### config.mk
export PLATFORM = sky130hd
export DESIGN_NAME = add16_share_arb_flat
export DESIGN_NICKNAME = d
export VERILOG_FILES = /design/src/rtl/add16_share_arb_if.sv /design/src/rtl/add16_share_arb.sv /design/src/flat_wrapper.sv
export SDC_FILE = /design/constraint.sdc
export NUM_CORES = 1
export LEC_CHECK = 0
export BUFFER_PORTS_ARGS = -buffer_cell sky130_fd_sc_hd__buf_2
export CAP_MARGIN = 5
export CORE_ASPECT_RATIO = 0.8
export CORE_UTILIZATION = 47
export DETAILED_ROUTE_END_ITERATION = 7
export PLACE_DENSITY = 0.77
export SETUP_SLACK_MARGIN = 0.4
export SLEW_MARGIN = 25
export SYNTH_ARGS = -nofsm -noshare
export SYNTH_HDL_FRONTEND = slang
export SYNTH_HIERARCHICAL = 1
export SYNTH_SLANG_ARGS = --single-unit
### constraint.sdc
create_clock -name clk -period 3.6 [get_ports clk]
set_input_delay 0.36 -clock clk [delete_from_list [all_inputs] [get_ports clk]]
set_output_delay 0.36 -clock clk [all_outputs]
set_load 0.02 [all_outputs]
### src/rtl/add16_share_arb_if.sv
// Request/response bundle for the shared nibble-serial adder: two requesters
// in, one tagged result out.
interface add16_share_arb_if #(parameter int NIBBLES = 4);
  localparam int W = 4 * NIBBLES;

  logic         req0_valid, req0_ready, req0_cin;
  logic [W-1:0] req0_a, req0_b;
  logic         req1_valid, req1_ready, req1_cin;
  logic [W-1:0] req1_a, req1_b;
  logic         rsp_valid, rsp_ready, rsp_id, rsp_cout;
  logic [W-1:0] rsp_sum;

  modport slave (
    input  req0_valid, req0_a, req0_b, req0_cin,
    input  req1_valid, req1_a, req1_b, req1_cin,
    input  rsp_ready,
    output req0_ready, req1_ready,
    output rsp_valid, rsp_id, rsp_sum, rsp_cout
  );

  modport master (
    output req0_valid, req0_a, req0_b, req0_cin,
    output req1_valid, req1_a, req1_b, req1_cin,
    output rsp_ready,
    input  req0_ready, req1_ready,
    input  rsp_valid, rsp_id, rsp_sum, rsp_cout
  );
endinterface

### src/rtl/add16_share_arb.sv
// Two-requester round-robin front end around one 4-bit ripple adder; a W-bit
// add is done serially, one nibble per cycle, with the carry held in a register.
module FA_1bit (
  input  logic a,
  input  logic b,
  input  logic cin,
  output logic sum,
  output logic cout
);
  assign sum  = a ^ b ^ cin;
  assign cout = (a & b) | (cin & (a ^ b));
endmodule

module FA_4bit_Using_1bit_FA (
  input  logic [3:0] a,
  input  logic [3:0] b,
  input  logic       cin,
  output logic [3:0] sum,
  output logic       cout
);
  logic [4:0] c;
  assign c[0] = cin;
  for (genvar i = 0; i < 4; i++) begin : g_bit
    FA_1bit u_fa (.a(a[i]), .b(b[i]), .cin(c[i]), .sum(sum[i]), .cout(c[i+1]));
  end
  assign cout = c[4];
endmodule

module add16_share_arb #(
  parameter int NIBBLES = 4
) (
  input  logic                   clk,
  input  logic                   rst_n,
  add16_share_arb_if.slave       bus
);
  localparam int W  = 4 * NIBBLES;
  localparam int KW = (NIBBLES > 1) ? $clog2(NIBBLES) : 1;
  localparam logic [KW-1:0] K_LAST = KW'(NIBBLES - 1);

  typedef enum logic [1:0] {IDLE, CALC, RESP} state_t;

  state_t                   state;
  logic [KW-1:0]            k;
  logic                     carry, last_grant;
  logic [NIBBLES-1:0][3:0]  a_q, b_q, res_q, res_nxt;
  logic [3:0]               add_sum;
  logic                     add_cout;
  logic                     grant1, acc0, acc1;
  logic                     rsp_valid_q, rsp_id_q, rsp_cout_q;
  logic [W-1:0]             rsp_sum_q;

  // On a tie, the requester that did not own the previous result wins.
  always_comb begin
    grant1 = bus.req1_valid && (!bus.req0_valid || !last_grant);
    acc0   = rst_n && (state == IDLE) && bus.req0_valid && !grant1;
    acc1   = rst_n && (state == IDLE) && bus.req1_valid && grant1;
  end

  assign bus.req0_ready = acc0;
  assign bus.req1_ready = acc1;
  assign bus.rsp_valid  = rsp_valid_q;
  assign bus.rsp_id     = rsp_id_q;
  assign bus.rsp_sum    = rsp_sum_q;
  assign bus.rsp_cout   = rsp_cout_q;

  FA_4bit_Using_1bit_FA u_add (
    .a(a_q[k]), .b(b_q[k]), .cin(carry), .sum(add_sum), .cout(add_cout)
  );

  always_comb begin
    res_nxt    = res_q;
    res_nxt[k] = add_sum;
  end

  always_ff @(posedge clk) begin
    if (!rst_n) begin
      state       <= IDLE;
      k           <= '0;
      carry       <= 1'b0;
      last_grant  <= 1'b1;
      a_q         <= '0;
      b_q         <= '0;
      res_q       <= '0;
      rsp_valid_q <= 1'b0;
      rsp_id_q    <= 1'b0;
      rsp_sum_q   <= '0;
      rsp_cout_q  <= 1'b0;
    end else begin
      case (state)
        IDLE: if (acc0 || acc1) begin
          a_q      <= acc1 ? bus.req1_a   : bus.req0_a;
          b_q      <= acc1 ? bus.req1_b   : bus.req0_b;
          carry    <= acc1 ? bus.req1_cin : bus.req0_cin;
          rsp_id_q <= acc1;
          k        <= '0;
          res_q    <= '0;
          state    <= CALC;
        end
        CALC: begin
          res_q <= res_nxt;
          carry <= add_cout;
          // k stops at the last nibble rather than wrapping.
          if (k == K_LAST) begin
            rsp_sum_q   <= res_nxt;
            rsp_cout_q  <= add_cout;
            rsp_valid_q <= 1'b1;
            state       <= RESP;
          end else begin
            k <= k + KW'(1);
          end
        end
        RESP: if (bus.rsp_ready) begin
          rsp_valid_q <= 1'b0;
          last_grant  <= rsp_id_q;
          state       <= IDLE;
        end
        default: state <= IDLE;
      endcase
    end
  end
endmodule

### src/flat_wrapper.sv
// flat-port wrapper written by rule: the top's interface ports become plain ports
module add16_share_arb_flat 
#(
  parameter int NIBBLES = 4
)
  (clk, rst_n, bus_req0_valid, bus_req0_a, bus_req0_b, bus_req0_cin, bus_req1_valid, bus_req1_a, bus_req1_b, bus_req1_cin, bus_rsp_ready, bus_req0_ready, bus_req1_ready, bus_rsp_valid, bus_rsp_id, bus_rsp_sum, bus_rsp_cout);
  add16_share_arb_if #(.NIBBLES(NIBBLES)) bus_i ();
  input  logic clk;
  input  logic rst_n;
  input wire logic [$bits(bus_i.req0_valid)-1:0] bus_req0_valid;
  input wire logic [$bits(bus_i.req0_a)-1:0] bus_req0_a;
  input wire logic [$bits(bus_i.req0_b)-1:0] bus_req0_b;
  input wire logic [$bits(bus_i.req0_cin)-1:0] bus_req0_cin;
  input wire logic [$bits(bus_i.req1_valid)-1:0] bus_req1_valid;
  input wire logic [$bits(bus_i.req1_a)-1:0] bus_req1_a;
  input wire logic [$bits(bus_i.req1_b)-1:0] bus_req1_b;
  input wire logic [$bits(bus_i.req1_cin)-1:0] bus_req1_cin;
  input wire logic [$bits(bus_i.rsp_ready)-1:0] bus_rsp_ready;
  output wire logic [$bits(bus_i.req0_ready)-1:0] bus_req0_ready;
  output wire logic [$bits(bus_i.req1_ready)-1:0] bus_req1_ready;
  output wire logic [$bits(bus_i.rsp_valid)-1:0] bus_rsp_valid;
  output wire logic [$bits(bus_i.rsp_id)-1:0] bus_rsp_id;
  output wire logic [$bits(bus_i.rsp_sum)-1:0] bus_rsp_sum;
  output wire logic [$bits(bus_i.rsp_cout)-1:0] bus_rsp_cout;
  assign bus_i.req0_valid = bus_req0_valid;
  assign bus_i.req0_a = bus_req0_a;
  assign bus_i.req0_b = bus_req0_b;
  assign bus_i.req0_cin = bus_req0_cin;
  assign bus_i.req1_valid = bus_req1_valid;
  assign bus_i.req1_a = bus_req1_a;
  assign bus_i.req1_b = bus_req1_b;
  assign bus_i.req1_cin = bus_req1_cin;
  assign bus_i.rsp_ready = bus_rsp_ready;
  assign bus_req0_ready = bus_i.req0_ready;
  assign bus_req1_ready = bus_i.req1_ready;
  assign bus_rsp_valid = bus_i.rsp_valid;
  assign bus_rsp_id = bus_i.rsp_id;
  assign bus_rsp_sum = bus_i.rsp_sum;
  assign bus_rsp_cout = bus_i.rsp_cout;
  add16_share_arb #(.NIBBLES(NIBBLES)) u_core (.clk(clk), .rst_n(rst_n), .bus(bus_i));
endmodule
==> results_dict.tcl <==
set metrics [dict create \
    core_um2 7030 \
    synthesis.area_um2 3470 \
    min_to "u_core/b_q[2]$_SDFFE_PN0P_" \
    first_iter_violations 249 \
    regArea_um2 1390 \
    intPower_uw 1410 \
    worstHoldStart "bus_req0_b[2]" \
    cp-end-kind "flip-flop" \
    multi_input_area_um2 1890 \
    cts_tree "built" \
    crit_type "reg2reg" \
    drc 1 \
    area_growth_pct 21.0 \
    cts_made_buffers 9 \
    postRouteAntennaNets 0 \
    seqPwrFrac_pct 43.9 \
    r2r_slack_ns 0.45 \
    fin_skew_ns 0.0116 \
    fin_crit_sh_pct 87.5 \
    die-area_um2 7740 \
    powerDensity_nw_per_um2 450 \
    worst_pin_slew_ns 0.972 \
    p_switching_uw 481 \
    final_util_pct 59.8 \
    grt_pass1_wl_um 14500 \
    wl_um 8680 \
    violations "design-rule violations" \
    cap_viol_max_count 0 \
    synth_fp_nets 469 \
    grt_pass1_vias 3066 \
    switching_share_pct 25.4 \
    insertion_delay_ns 0.35 \
    cp-start-kind "flip-flop" \
    crit_fanout 6 \
    grt_setup_unrepaired "true" \
    fp.dieH_um 78.9 \
    cts.sinks 69 \
    tns_ns 0 \
    fin_crit_ns 3.15 \
    via_per_inst 5.95 \
    num_rows 27 \
    chipWidth_um 98.1 \
    synth_cell_type_count 42 \
    hold_viol 0 \
    cp.required_ns 3.87 \
    rr_endpoint "u_core/res_q[3]$_SDFFE_PN0P_" \
    synth.avg_cell_area_um2 8.91 \
    setup_violations 0 \
    globalplace.congestion 0.825 \
    path_clk_slew_ns 0.07 \
    hp-class "in2reg" \
    p_comb_share_pct 15.7 \
    grtUsageTotal_pct 23.5 \
    r2r-start "u_core/k[0]$_SDFFE_PN0P_" \
    layout-drive-gt1-share_pct 29.5 \
    wl_per_cell_um 15.7 \
    start_util_pct 49.4 \
    drv_slew 0 \
    synth_top_flop_cell "dfxtp_1" \
    fillers 635 \
    numPortBuffers 91 \
    io_pins 92 \
    synth_edf_count 0 \
    peakVddDrop_uv 207 \
    yosysWarnings 6 \
    crit_arrival_ns 3.42 \
    r2r_cells 8 \
    grt_max_degree 35 \
    cts-root-buf "clkbuf_8" \
    seq_area_frac_synth_pct 39.8 \
    cts_buffer_depth 2 \
    holdPathStages 3 \
    ys_async_sr_fraction_pct 0 \
    dpl.hpwl_um 6130 \
    syn_inst 390 \
    status "complete, but fails checks" \
    antenna_cells 0 \
    grt_overflow 0 \
    vias 3287 \
    cts_max_level 3 \
    ys_seq_elements 69 \
    drt_first_pass_iters 7 \
    relSlewSlack_pct 35.1 \
    max_freq_mhz 317 \
    leakage_uw 0.00163 \
    clkPwrFrac_pct 40.4 \
    nets 539 \
    antenna_found_initial 0 \
]
-- worst max path at each step --
stage                             start                             to  slack [ns]  cells after the start
5_1_grt        u_core/k[0]$_SDFFE_PN0P_   u_core/res_q[3]$_SDFFE_PN0P_        0.35                      8
6_report       u_core/k[0]$_SDFFE_PN0P_   u_core/res_q[3]$_SDFFE_PN0P_        0.45                      8
3_5_place_dp   u_core/k[0]$_SDFFE_PN0P_   u_core/res_q[7]$_SDFFE_PN0P_        0.34                      8
4_1_cts        u_core/k[0]$_SDFFE_PN0P_  u_core/res_q[11]$_SDFFE_PN0P_        0.40                      8
3_3_place_gp   u_core/k[0]$_SDFFE_PN0P_   u_core/res_q[7]$_SDFFE_PN0P_        0.41                      8
2_1_floorplan  u_core/k[0]$_SDFFE_PN0P_  u_core/res_q[11]$_SDFFE_PN0P_        0.42                      9
-- kinds of logic after synthesis --
kind of cell / count (synthesis) / share of synthesized area (%)
adder cells (fa/ha/maj): 8 / 3.75
AND/OR/NAND/NOR: 109 / 13.6
multiplexers: 26 / 10.4
buffers and inverters: 52 / 6.84
AO/OA/AOI/OAI: 126 / 25.7
flip-flops: 69 / 39.8
-- cell type report --
| type | instances | share of cell area (%) |
|---|---|---|
| clock buffer | 12 | 3.45 |
| sequential | 69 | 33.0 |
| clock inverter | 4 | 2.26 |
| inverter | 7 | 0.625 |
| timing repair buffer | 104 | 13.2 |
| multi-input combinational | 269 | 44.9 |
| tap | 87 | 2.59 |
-- worst max-delay path: stages (launching register included) --
cell and delay [ns]:
dfxtp_4 0.39, mux4_2 0.53, fa_2 0.40, fa_2 0.34, fa_2 0.35, fa_2 0.58, nor2b_4 0.17, a32oi_1 0.11
a21oi_1 0.20
-- placed cells by master (no fill, tap or decap), types with 2 or more instances in the layout --
| master | Yosys | final |
|---|---|---|
| clkbuf_1 | 26 | 2 |
| nand3_1 | 2 | 2 |
| nand2_1 | 69 | 69 |
| buf_2 | 10 | 91 |
| a32oi_1 | 12 | 12 |
| a21oi_1 | 14 | 14 |
| a211oi_1 | 12 | 12 |
| a31oi_1 | 31 | 31 |
| mux4_2 | 8 | 8 |
| fa_2 | 0 | 4 |
| nor2_1 | 19 | 19 |
| ha_1 | 4 | 4 |
| inv_1 | 6 | 6 |
| nor2b_1 | 5 | 4 |
| dfxtp_1 | 69 | 67 |
| buf_4 | 0 | 13 |
| o31ai_1 | 31 | 31 |
| mux2i_1 | 18 | 18 |
| o211ai_1 | 14 | 14 |
| o311ai_0 | 2 | 2 |
| o21ai_0 | 3 | 3 |
| bufinv_16 | 0 | 3 |
| nand2b_1 | 2 | 2 |
| clkbuf_8 | 0 | 10 |
| nor3_1 | 2 | 2 |
-- state kept, by name, indices dropped and copies added (netlist names) --
| signal | cells |
|---|---|
| u_core/k | 2 |
| u_core/bus.rsp_valid | 1 |
| u_core/carry | 1 |
| u_core/bus.rsp_id | 1 |
| u_core/last_grant | 1 |
| u_core/res_q | 12 |
| u_core/b_q | 16 |
| u_core/a_q | 16 |
| u_core/bus.rsp_sum | 16 |
| u_core/state | 2 |
| u_core/bus.rsp_cout | 1 |
-- metal layers --
metal | part of all wire (%) | GRT usage (%)
met5 | 0 | 0
met2 | 45 | 37.7
met1 | 46 | 30.4
met4 | 1.5 | 10.0
met3 | 7.4 | 5.46
-- power groups by stage --
stage | Clock [µW] | Combinational (µW) | Sequential, µW
2_1_floorplan | 0 | 204 | 831
3_3_place_gp | 0 | 278 | 846
3_5_place_dp | 0 | 282 | 847
4_1_cts | 773 | 284 | 830
5_1_grt | 810 | 324 | 835
6_report | 765 | 297 | 830
-- metrics by stage --
step,power (µW),hold WS (ns),instances,cell area (µm²),setup slack [ns]
floorplan,1040,0.447,390,3490,0.423
global placement,1120,0.463,533,3930,0.409
detailed placement,1130,0.467,533,3930,0.345
CTS,1890,0.253,549,4170,0.400
global route,1970,0.262,552,4200,0.349
finish,1890,0.258,552,4200,0.449
-- repair_timing --
action,CTS,global route
setup buffers,0,3
gates resized for setup,2,2
endpoints found under the setup margin,3,3
cloned,0,0
hold buffers,0,0
endpoints found under the hold margin,0,0
pin swaps,2,3
-- synthesized netlist by cell type, types with 6 or more instances --
| library cell | n | area [µm²] |
|---|---|---|
| a211oi_1 | 12 | 90.1 |
| nor2_1 | 19 | 71.3 |
| o211ai_1 | 14 | 105 |
| a32oi_1 | 12 | 105 |
| nand2_1 | 69 | 259 |
| inv_1 | 6 | 22.5 |
| a31oi_1 | 31 | 194 |
| buf_2 | 10 | 50.1 |
| o31ai_1 | 31 | 233 |
| clkbuf_1 | 26 | 97.6 |
| dfxtp_1 | 69 | 1380 |
| mux2i_1 | 18 | 180 |
| a21oi_1 | 14 | 70.1 |
| mux4_2 | 8 | 180 |
No activity file was read; power rests on OpenSTA's default activity.
